$ cat config.mk
export PLATFORM = sky130hd
export DESIGN_NAME = stroke_rasterizer
export DESIGN_NICKNAME = d
export VERILOG_FILES = /design/src/rtl/stroke_pkg.sv /design/src/rtl/line_stepper.sv /design/src/rtl/stroke_rasterizer.sv
export SDC_FILE = /design/constraint.sdc
export NUM_CORES = 1
export LEC_CHECK = 0
export ABC_CLOCK_PERIOD_IN_PS = 5300
export BUFFER_PORTS_ARGS = -buffer_cell sky130_fd_sc_hd__buf_2
export CORE_MARGIN = 2
export CORE_UTILIZATION = 40
export CTS_CLUSTER_DIAMETER = 30
export DETAILED_ROUTE_END_ITERATION = 12
export REMOVE_ABC_BUFFERS = 1
export SLEW_MARGIN = 10
export SYNTH_ARGS = -nofsm -noshare
export SYNTH_HDL_FRONTEND = slang
export SYNTH_SLANG_ARGS = --single-unit
$ cat constraint.sdc
create_clock -name clk_in -period 5.3 [get_ports clk_in]
set_clock_uncertainty 0.2 [all_clocks]
set_input_delay 0.53 -clock clk_in [delete_from_list [all_inputs] [get_ports clk_in]]
set_output_delay 0.53 -clock clk_in [all_outputs]
set_load 0.02 [all_outputs]
$ cat src/rtl/stroke_pkg.sv
// Shared types for the stroke rasterizer: FSM states, default widths, pixel point.
package stroke_pkg;
  localparam int X_W_DEF   = 11;
  localparam int Y_W_DEF   = 10;
  localparam int ERR_W_DEF = X_W_DEF + 2;

  typedef enum logic [1:0] {IDLE, SETUP, DRAW} state_t;

  typedef struct packed {
    logic [X_W_DEF-1:0] x;
    logic [Y_W_DEF-1:0] y;
  } point_t;
endpackage

$ cat src/rtl/line_stepper.sv
// One combinational Bresenham step: advances (x,y,err) toward the line end.
module line_stepper #(
  parameter int W = 13
) (
  input  logic signed [W-1:0] x,
  input  logic signed [W-1:0] y,
  input  logic signed [W-1:0] err,
  input  logic signed [W-1:0] dx,
  input  logic signed [W-1:0] dy,
  input  logic signed [W-1:0] sx,
  input  logic signed [W-1:0] sy,
  output logic signed [W-1:0] x_nxt,
  output logic signed [W-1:0] y_nxt,
  output logic signed [W-1:0] err_nxt
);
  logic signed [W:0] e2;
  logic              step_x, step_y;

  always_comb begin
    // e2 gets one extra bit so doubling err never overflows
    e2      = {err, 1'b0};
    step_x  = e2 >= $signed({dy[W-1], dy});
    step_y  = e2 <= $signed({dx[W-1], dx});
    x_nxt   = step_x ? x + sx : x;
    y_nxt   = step_y ? y + sy : y;
    err_nxt = err + (step_x ? dy : {W{1'b0}}) + (step_y ? dx : {W{1'b0}});
  end
endmodule

$ cat src/rtl/stroke_rasterizer.sv
// Joins successive centre-of-mass points into Bresenham lines, streamed out as pixels.
module stroke_rasterizer
  import stroke_pkg::*;
#(
  parameter int X_W      = X_W_DEF,
  parameter int Y_W      = Y_W_DEF,
  parameter int MAX_JUMP = 128
) (
  input  logic           clk_in,
  input  logic           rst_in,
  input  logic [X_W-1:0] x_com,
  input  logic [Y_W-1:0] y_com,
  input  logic           valid_com,
  input  logic           pen_down_in,
  output logic [X_W-1:0] pixel_x_out,
  output logic [Y_W-1:0] pixel_y_out,
  output logic           pixel_valid_out,
  input  logic           pixel_ready_in,
  output logic           busy_out,
  output logic           drop_out
);
  localparam int E_W = X_W + 2;
  localparam logic signed [E_W-1:0] P_ONE = E_W'(1);
  localparam logic signed [E_W-1:0] M_ONE = -E_W'(1);
  localparam logic signed [E_W-1:0] MAX_J = E_W'(MAX_JUMP);

  state_t state, state_nxt;

  logic           pend_full, anchor_vld;
  logic [X_W-1:0] pend_x, anc_x, end_x;
  logic [Y_W-1:0] pend_y, anc_y, end_y;

  logic signed [E_W-1:0] cur_x, cur_y, err, dx, dy, sx, sy;
  logic signed [E_W-1:0] nxt_x, nxt_y, nxt_err;
  logic signed [E_W-1:0] end_xs, end_ys, anc_xs, anc_ys;
  logic signed [E_W-1:0] dlt_x, dlt_y, abs_x, abs_y;

  logic cap, consume, xfer, at_end, jump;
  logic unused_hi;

  assign cap     = valid_com & pen_down_in;
  assign consume = (state == IDLE) & pend_full;
  assign xfer    = pixel_valid_out & pixel_ready_in;

  // coordinates are unsigned; zero-extend into the signed error-term width
  assign end_xs = $signed({2'b00, end_x});
  assign end_ys = $signed({{(E_W-Y_W){1'b0}}, end_y});
  assign anc_xs = $signed({2'b00, anc_x});
  assign anc_ys = $signed({{(E_W-Y_W){1'b0}}, anc_y});
  assign dlt_x  = end_xs - anc_xs;
  assign dlt_y  = end_ys - anc_ys;
  assign abs_x  = dlt_x[E_W-1] ? -dlt_x : dlt_x;
  assign abs_y  = dlt_y[E_W-1] ? -dlt_y : dlt_y;
  assign jump   = !anchor_vld || (abs_x > MAX_J) || (abs_y > MAX_J);
  assign at_end = (cur_x == end_xs) && (cur_y == end_ys);

  assign pixel_valid_out = (state == DRAW);
  assign pixel_x_out     = cur_x[X_W-1:0];
  assign pixel_y_out     = cur_y[Y_W-1:0];
  assign busy_out        = (state != IDLE) | pend_full;
  assign unused_hi       = ^{cur_x[E_W-1:X_W], cur_y[E_W-1:Y_W]};

  line_stepper #(.W(E_W)) u_step (
    .x(cur_x), .y(cur_y), .err(err), .dx(dx), .dy(dy), .sx(sx), .sy(sy),
    .x_nxt(nxt_x), .y_nxt(nxt_y), .err_nxt(nxt_err)
  );

  always_comb begin
    state_nxt = state;
    case (state)
      IDLE:    if (pend_full) state_nxt = SETUP;
      SETUP:   state_nxt = DRAW;
      DRAW:    if (xfer && at_end) state_nxt = IDLE;
      default: state_nxt = IDLE;
    endcase
  end

  always_ff @(posedge clk_in) begin
    if (!rst_in) begin
      state      <= IDLE;
      pend_full  <= 1'b0;
      anchor_vld <= 1'b0;
      drop_out   <= 1'b0;
      pend_x     <= '0;
      pend_y     <= '0;
      anc_x      <= '0;
      anc_y      <= '0;
      end_x      <= '0;
      end_y      <= '0;
      cur_x      <= '0;
      cur_y      <= '0;
      err        <= '0;
      dx         <= '0;
      dy         <= '0;
      sx         <= P_ONE;
      sy         <= P_ONE;
    end else begin
      state <= state_nxt;
      // a capture in the same cycle IDLE empties pending is not a drop
      drop_out  <= cap & pend_full & ~consume;
      pend_full <= cap | (pend_full & ~consume);
      if (cap) begin
        pend_x <= x_com;
        pend_y <= y_com;
      end
      if (consume) begin
        end_x <= pend_x;
        end_y <= pend_y;
      end
      if (state == SETUP) begin
        if (jump) begin
          cur_x <= end_xs;
          cur_y <= end_ys;
          dx    <= '0;
          dy    <= '0;
          err   <= '0;
          sx    <= P_ONE;
          sy    <= P_ONE;
        end else begin
          cur_x <= anc_xs;
          cur_y <= anc_ys;
          dx    <= abs_x;
          dy    <= -abs_y;
          err   <= abs_x - abs_y;
          sx    <= dlt_x[E_W-1] ? M_ONE : P_ONE;
          sy    <= dlt_y[E_W-1] ? M_ONE : P_ONE;
        end
      end
      if (xfer) begin
        if (at_end) begin
          anc_x      <= end_x;
          anc_y      <= end_y;
          anchor_vld <= 1'b1;
        end else begin
          cur_x <= nxt_x;
          cur_y <= nxt_y;
          err   <= nxt_err;
        end
      end
      // pen lift breaks the stroke even if a line just completed
      if (!pen_down_in) anchor_vld <= 1'b0;
    end
  end
endmodule

==> Implementation_results.wiki, run 1 <==
{| class="wikitable"
! Metric !! Value
|-
| Share of layout cells above drive strength 1 || 8.38%
|-
| Number of port buffers || 49
|-
| Reg-to-reg slack, setup || 0.21 ns
|-
| Number of primary I/O pins || 50
|-
| Post-synth EDFFs || 0
|-
| Number of hold buffers added after CTS || 0
|-
| Total power per unit cell area || 236 nW/um2
|-
| Sw power || 0.814 mW
|-
| Pre-CTS setup slack || 0.163 ns
|-
| Fin. Hold Viols || 0
|-
| Synth Cell Area || 10300 um2
|-
| H-tree depth || 4
|-
| Global routing's busiest layer || met2
|-
| First-pass detailed-route iteration total || 5
|-
| Startpoint type of the worst setup path || register
|-
| LEAKAGE || 4.66 nW
|-
| Worst Hold Endpoint || pend_x[6]
|-
| Vias in the first global route || 8685
|-
| Post-synth top flop || sky130_fd_sc_hd__dfxtp_1
|-
| Comb power frac || 14.7%
|-
| Number of antenna violations at the first check in global routing || 0
|-
| Highest attainable clock frequency || 196 MHz
|-
| Post-Layout Inst Area || 11300 um2
|-
| Final worst path period share || 96.1%
|-
| Overall Global Routing Usage || 20.4%
|-
| Initial detailed-routing violation count || 618
|-
| Average wire length per cell after detail routing || 16.0 um
|-
| Design Power || 2.67 mW
|-
| Layout net count || 1462
|-
| Biggest area consumer among synthesized cells || sky130_fd_sc_hd__dfxtp_1
|-
| CP cell instances || inv_1 > ha_1 > nor2b_1 > o21a_1 > o21a_1 > o211ai_1 > a2111oi_1 > or2_4 > and2_1 > fa_1 > ha_1 > fa_1 > a21o_1 > a21oi_1 > o21bai_1 > a21oi_1 > o21ai_0 > a21o_1 > a21oi_1 > xnor2_1 > nand2_1 > a31oi_1
|-
| Sequential fraction of design power || 38.9%
|-
| Via count || 8973
|-
| Type of the worst min-delay path || in2reg
|-
| Run status || finished clean
|-
| Min Tclk post-route || 5.09 ns
|-
| Launch point of the worst hold path || x_com[6]
|-
| Sum of routed wire length over all layers || 26.7 mm
|-
| Final instance count without filler cells || 1666
|-
| M2 GR Usage || 34.5%
|-
| Mean area per synthesized cell || 7.86 um2
|-
| Crit path required time || 5.44 ns
|-
| Half-perimeter wire length after detailed placement || 19.7 mm
|-
| Full die area || 27100 um2
|-
| Worst supply voltage drop on vdd || 0.000149 V
|-
| Internal power of the cells || 1.86 mW
|-
| Yosys top cell area share || 26.1%
|-
| YS warnings || 0
|-
| Distinct cell type count after synthesis || 72
|-
| Clock root buffer || sky130_fd_sc_hd__clkbuf_16
|-
| Cells on Worst Hold Path || 3
|-
| CP Max Fanout || 14
|-
| Length in cells of the worst reg-to-reg path || 22
|-
| Number of slew-limit violations in the final report || 0
|-
| Clock slew seen by the registers of the worst setup and hold paths || 0.07 ns
|-
| Slowest library cell on the worst path || sky130_fd_sc_hd__a2111oi_1
|-
| # rows || 58
|-
| DRC || 0
|-
| Setup repair after global routing missed its margin || true
|-
| Final antenna diode count || 0
|-
| Data arrival time of the critical path || 5.23 ns
|-
| Setup Viol. Count Final || 0
|-
| First-pass GRT wire length || 44.1 mm
|-
| Switching share of total power || 30.4%
|-
| Vertical die dimension || 165 um
|-
| Peak per-stage delay on the critical path || 0.46 ns
|-
| TritonCTS clock tree || built
|-
| Area of the core || 25300 um2
|-
| Global routing met3 resource utilization || 3.37%
|-
| Routed via count divided by cell count || 5.39
|-
| Placed Instance Area || 10700 um2
|-
| Final worst setup slack || 0.209 ns
|-
| Number of buffers on the longest clock path || 2
|-
| Setup crit end kind || register
|-
| Tightest slew margin relative to the limit || 27.9%
|-
| Ranking of synthesized cells by area || sky130_fd_sc_hd__dfxtp_1 (26%), sky130_fd_sc_hd__ha_1 (11%), sky130_fd_sc_hd__a21oi_1 (5.9%)
|-
| Horizontal extent of the die || 165 um
|-
| Remaining Overflow, GRT || 0
|-
| Worst Path Class, Setup || reg2reg
|-
| Synthesis-to-layout area growth || 9.76%
|-
| End of the worst register-to-register path || err[11]
|-
| Clock latency of the later-clocked register in the worst-skew pair || 0.44 ns
|-
| Sinks on Clock Net || 135
|-
| Power share of the clock group || 46.5%
|-
| Launch instance of the worst register-to-register path || dy[1]
|-
| Number of maximum-capacitance violations || 0
|-
| Starting density of the core || 40.9%
|-
| Routability Congestion || 0.871
|-
| Dpl cells || 1634
|-
| Post-route ant nets || 0
|-
| Sequential area share after synthesis || 26.1%
|-
| Cell occurring most often along the worst timing path || sky130_fd_sc_hd__a21oi_1
|-
| Final setup TNS || 0 ns
|-
| Buffers inserted by post-CTS timing repair || 0
|-
| Flops & latches, synth || 135
|-
| Clock buffer count from CTS || 17
|-
| Tightest Pin Transition || 1.08 ns
|-
| Pin count of the biggest net entering global routing || 66
|-
| Cells after Synth || 1315
|-
| Met1 Track Usage GR || 26.6%
|-
| Share of flip-flops with an asynchronous set or reset || 0%
|}
Yosys cell counts (all sizes together) (30+ instances only):
cell / number
ha: 95
nand3: 50
nor2: 104
clkbuf: 36
o21ai: 61
inv: 92
dfxtp: 135
a21oi: 122
nor3: 30
xor2: 40
mux2i: 46
xnor2: 52
buf: 35
nand2: 158
through the flow:
stage	hold WS, ns	utilization [%]
global route	0.131	44.9
global placement	0.240	42.5
floorplan	0.232	-
finish	0.124	44.9
CTS	0.115	44.9
detailed placement	0.246	42.5
layout make-up:
class | count | area, um2
well taps | 330 | 413
clock buffers | 17 | 425
flip-flops and latches | 135 | 2700
inverters | 92 | 347
clock inverters | 15 | 179
repair buffers | 60 | 340
multi-input cells | 1017 | 6940
fillers | 2590 | 13900
power groups by stage:
stage	sequential, mW	clock (mW)	combinational (mW)
after floorplan	1.06	0	0.284
after global placement	1.06	0	0.381
after detailed placement	1.06	0	0.387
after CTS	1.04	1.26	0.389
after global routing	1.04	1.31	0.436
final	1.04	1.24	0.392
critical path: cells and delay by family (launching register included):
family                     cells  cell delay, ns
and+or+nand+nor                4            0.68
adders and majority gates      4            1.33
AOI/OAI and AO/OA             12            2.29
buffers and inverters          1            0.05
DFF                            1            0.34
xor gates and xnor gates       1            0.15
sequential cells by signal, indices dropped and copies added, names as in the netlist, 10 cells and up:
register	cells
pend_y	10
cur_x	13
end_x	11
cur_y	13
dx	13
anc_x	11
anc_y	10
pend_x	11
dy	13
err	13
end_y	10
layout by cell type (no fill, tap or decap), types with 15 or more instances in the layout:
cell type,n
sky130_fd_sc_hd__buf_2,49
sky130_fd_sc_hd__clkbuf_16,17
sky130_fd_sc_hd__ha_1,95
sky130_fd_sc_hd__nand2_1,158
sky130_fd_sc_hd__inv_1,91
sky130_fd_sc_hd__a21o_1,15
sky130_fd_sc_hd__mux2i_1,44
sky130_fd_sc_hd__a21oi_1,121
sky130_fd_sc_hd__nor2b_1,16
sky130_fd_sc_hd__xnor2_1,52
sky130_fd_sc_hd__fa_1,18
sky130_fd_sc_hd__nand2b_1,19
sky130_fd_sc_hd__xor2_1,40
sky130_fd_sc_hd__dfxtp_1,135
sky130_fd_sc_hd__nor2_1,103
sky130_fd_sc_hd__nor3_1,30
sky130_fd_sc_hd__nand3_1,50
sky130_fd_sc_hd__o21ai_0,49
sky130_fd_sc_hd__a31oi_1,20
what timing repair did:
action / in CTS / in global routing
resized for setup: 0 / 5
endpoints found under the hold margin: 0 / 0
endpoints found under the setup margin: 0 / 4
routing by layer:
| layer | wire [um] | part of all wire, % |
|---|---|---|
| met5 | 0 | 0 |
| met4 | 510 | 1.9 |
| met3 | 924 | 3.5 |
| met2 | 12400 | 46 |
| met1 | 12900 | 48 |
worst max-delay path by stage:
stage                     cells after the start      end     start
after floorplan                              15    dy[8]  end_y[0]
after global placement                       22  err[11]     dy[1]
after detailed placement                     22  err[11]     dy[1]
after CTS                                    22  err[11]     dy[1]
after global routing                         22  err[11]     dy[1]
final                                        22  err[11]     dy[1]
kinds of logic after synthesis:
kind of cell	synth area share, %
buffers and inverters	7.09
and+or+nand+nor	20.2
adders and majority gates	15.0
other	0.0363
AOI/OAI and AO/OA	18.9
muxes	4.67
xor gates and xnor gates	8.01
DFF	26.1
Power figures use the tool's default switching activity.
==> inputs of run 2 (changes only) <==
- ABC_CLOCK_PERIOD_IN_PS: 5300 -> 5800
- CORE_MARGIN: 2 -> default
- clock period: 5.3 -> 5.8 ns (I/O delays scaled with it)
==> run 2 against run 1 <==
Non-clock buffer count is the same. Power shrank 7.0%. Clock power shrank 5%. Design area is essentially flat. Register-to-register slack gained 0.34 ns. Cell count is the same. Hold slack gained 0.049 ns. Sequential share of layout area is essentially flat. Fmax shrank 3.1%.
==> Implementation_results.wiki, run 2 (same netlist as run 1, synthesis figures left out) <==
{| class="wikitable"
! Metric !! Value
|-
| Average wire length per cell after detail routing || 16.0 um
|-
| Synthesis-to-layout area growth || 9.68%
|-
| Horizontal extent of the die || 163 um
|-
| CP Max Fanout || 14
|-
| Min Tclk post-route || 5.25 ns
|-
| Cells resized by post-CTS repair || 0
|-
| Register cell area after layout || 2700 um2
|-
| Routed via count divided by cell count || 5.40
|-
| Clock buffer count from CTS || 17
|-
| Number of buffers on the longest clock path || 2
|-
| Total power per unit cell area || 219 nW/um2
|-
| Startpoint type of the worst setup path || register
|-
| Setup crit end kind || register
|-
| Starting density of the core || 40.9%
|-
| Half-perimeter wire length after detailed placement || 19.7 mm
|-
| Area of the core || 25300 um2
|-
| Final worst setup slack || 0.548 ns
|-
| Layout net count || 1462
|-
| Pre-CTS setup slack || 0.759 ns
|-
| Slowest library cell on the worst path || sky130_fd_sc_hd__a2111oi_0
|-
| Tightest Pin Transition || 0.808 ns
|-
| Final instance count without filler cells || 1666
|-
| Most frequent cells in the layout || sky130_fd_sc_hd__nand2_1 (158), sky130_fd_sc_hd__dfxtp_1 (135), sky130_fd_sc_hd__a21oi_1 (121)
|-
| Data arrival time of the critical path || 5.42 ns
|-
| Crit path required time || 5.97 ns
|-
| Share of layout cells above drive strength 1 || 8.16%
|-
| Number of slew-limit violations in the final report || 0
|-
| DRC || 0
|-
| Dpl cells || 1634
|-
| Pin count of the biggest net entering global routing || 62
|-
| Run status || finished clean
|-
| Tightest slew margin relative to the limit || 45.3%
|-
| Clock root buffer || sky130_fd_sc_hd__clkbuf_16
|-
| Launch point of the worst hold path || x_com[3]
|-
| LEAKAGE || 4.67 nW
|-
| Worst Path Class, Setup || reg2reg
|-
| Most common library cell in the layout ignoring fill and taps || sky130_fd_sc_hd__nand2_1
|-
| Clock latency of the later-clocked register in the worst-skew pair || 0.43 ns
|-
| Final antenna diode count || 0
|-
| Final worst path period share || 90.5%
|-
| Clock slew seen by the registers of the worst setup and hold paths || 0.07 ns
|-
| Buffers inserted by post-CTS timing repair || 0
|-
| Peak per-stage delay on the critical path || 0.61 ns
|-
| Vias in the first global route || 8365
|-
| Worst path buffer plus inverter count || 1
|-
| Full die area || 26500 um2
|-
| Number of port buffers || 49
|-
| Setup Viol. Count Final || 0
|-
| Length in cells of the worst reg-to-reg path || 22
|-
| Number of primary I/O pins || 50
|-
| CP cell instances || inv_1 > ha_1 > nor2b_1 > o21a_1 > o21a_1 > o211ai_1 > a2111oi_0 > or2_2 > and2_1 > fa_1 > ha_1 > fa_1 > a21o_1 > a21oi_1 > o21bai_1 > a21oi_1 > o21ai_0 > a21o_1 > a21oi_1 > xnor2_1 > nand2_1 > a31oi_1
|-
| Worst supply voltage drop on vdd || 0.000183 V
|-
| First-pass GRT wire length || 43.6 mm
|-
| Type of the worst min-delay path || in2reg
|-
| Sinks on Clock Net || 135
|-
| Launch instance of the worst register-to-register path || dy[1]
|-
| Initial detailed-routing violation count || 565
|-
| Overall Global Routing Usage || 20.8%
|-
| Sum of routed wire length over all layers || 26.7 mm
|-
| Top cell family by delay on the critical path || compound AO/OA/AOI/OAI gates
|-
| Stages on worst setup path || 22
|-
| TritonCTS clock tree || built
|-
| Area of the multi-input gates || 6920 um2
|-
| Setup repair after global routing missed its margin || false
|-
| Fin. Hold Viols || 0
|-
| Cells on Worst Hold Path || 3
|-
| # fillers || 2590
|-
| Startpoint of the most critical setup path || dy[1]
|-
| H-tree depth || 4
|-
| Number of antenna violations at the first check in global routing || 0
|-
| Highest attainable clock frequency || 190 MHz
|-
| Remaining Overflow, GRT || 0
|-
| Number of hold buffers added after CTS || 0
|-
| # rows || 58
|-
| Core Util, Final || 44.9%
|-
| Cell occurring most often along the worst timing path || sky130_fd_sc_hd__a21oi_1
|-
| Routability Congestion || 0.864
|-
| Number of maximum-capacitance violations || 0
|-
| Post-route ant nets || 0
|-
| Via count || 9004
|-
| First-pass detailed-route iteration total || 6
|-
| Vertical die dimension || 163 um
|}
-- run 2: metal layers --
layer	vias to the layer above	GRT usage [%]	part of all wire, %
met4	0	5.90	1.6
met2	198	34.2	45
met5	-	0	0
met3	23	2.98	4.1
li1	4604	-	-
met1	4179	28.2	49
-- run 2: layout make-up --
| class | count | share of cell area, % |
|---|---|---|
| clock buffer | 17 | 3.75 |
| clock inverter | 15 | 1.79 |
| inverter | 92 | 3.06 |
| multi-input combinational | 1017 | 61.0 |
| sequential | 135 | 23.8 |
| tap | 330 | 3.64 |
| timing repair buffer | 60 | 2.89 |
-- run 2: where the power goes --
group | internal, mW | switching (mW)
clock | 0.664 | 0.518
combinational | 0.141 | 0.215
sequential | 0.938 | 0.0116
total | 1.74 | 0.745
-- run 2: worst reg2reg max path, stage by stage, from the launching register on --
cell and delay, ns:
sky130_fd_sc_hd__dfxtp_1 0.34, sky130_fd_sc_hd__inv_1 0.05, sky130_fd_sc_hd__ha_1 0.26, sky130_fd_sc_hd__nor2b_1 0.15
sky130_fd_sc_hd__o21a_1 0.13, sky130_fd_sc_hd__o21a_1 0.11, sky130_fd_sc_hd__o211ai_1 0.09, sky130_fd_sc_hd__a2111oi_0 0.61
sky130_fd_sc_hd__or2_2 0.37, sky130_fd_sc_hd__and2_1 0.19, sky130_fd_sc_hd__fa_1 0.42, sky130_fd_sc_hd__ha_1 0.24
sky130_fd_sc_hd__fa_1 0.41, sky130_fd_sc_hd__a21o_1 0.17, sky130_fd_sc_hd__a21oi_1 0.22, sky130_fd_sc_hd__o21bai_1 0.09
sky130_fd_sc_hd__a21oi_1 0.23, sky130_fd_sc_hd__o21ai_0 0.19, sky130_fd_sc_hd__a21o_1 0.21, sky130_fd_sc_hd__a21oi_1 0.17
sky130_fd_sc_hd__xnor2_1 0.14, sky130_fd_sc_hd__nand2_1 0.07, sky130_fd_sc_hd__a31oi_1 0.11
-- run 2: final timing paths --
path / end / slack, ns
worst min-delay path: pend_x[3] / 0.17
worst min register to register: end_y[6] / 0.25
worst max-delay path: err[11] / 0.55
worst max register to register: err[11] / 0.55
-- run 2: per-stage QoR --
step	cell area [um2]	setup TNS, ns	hold slack [ns]	power [mW]
6_report	11300	0	0.173	2.49
5_1_grt	11300	0	0.172	2.59
4_1_cts	11300	0	0.158	2.51
3_5_place_dp	10700	0	0.245	1.32
3_3_place_gp	10700	0	0.239	1.32
2_1_floorplan	9950	-51.91	0.232	1.23
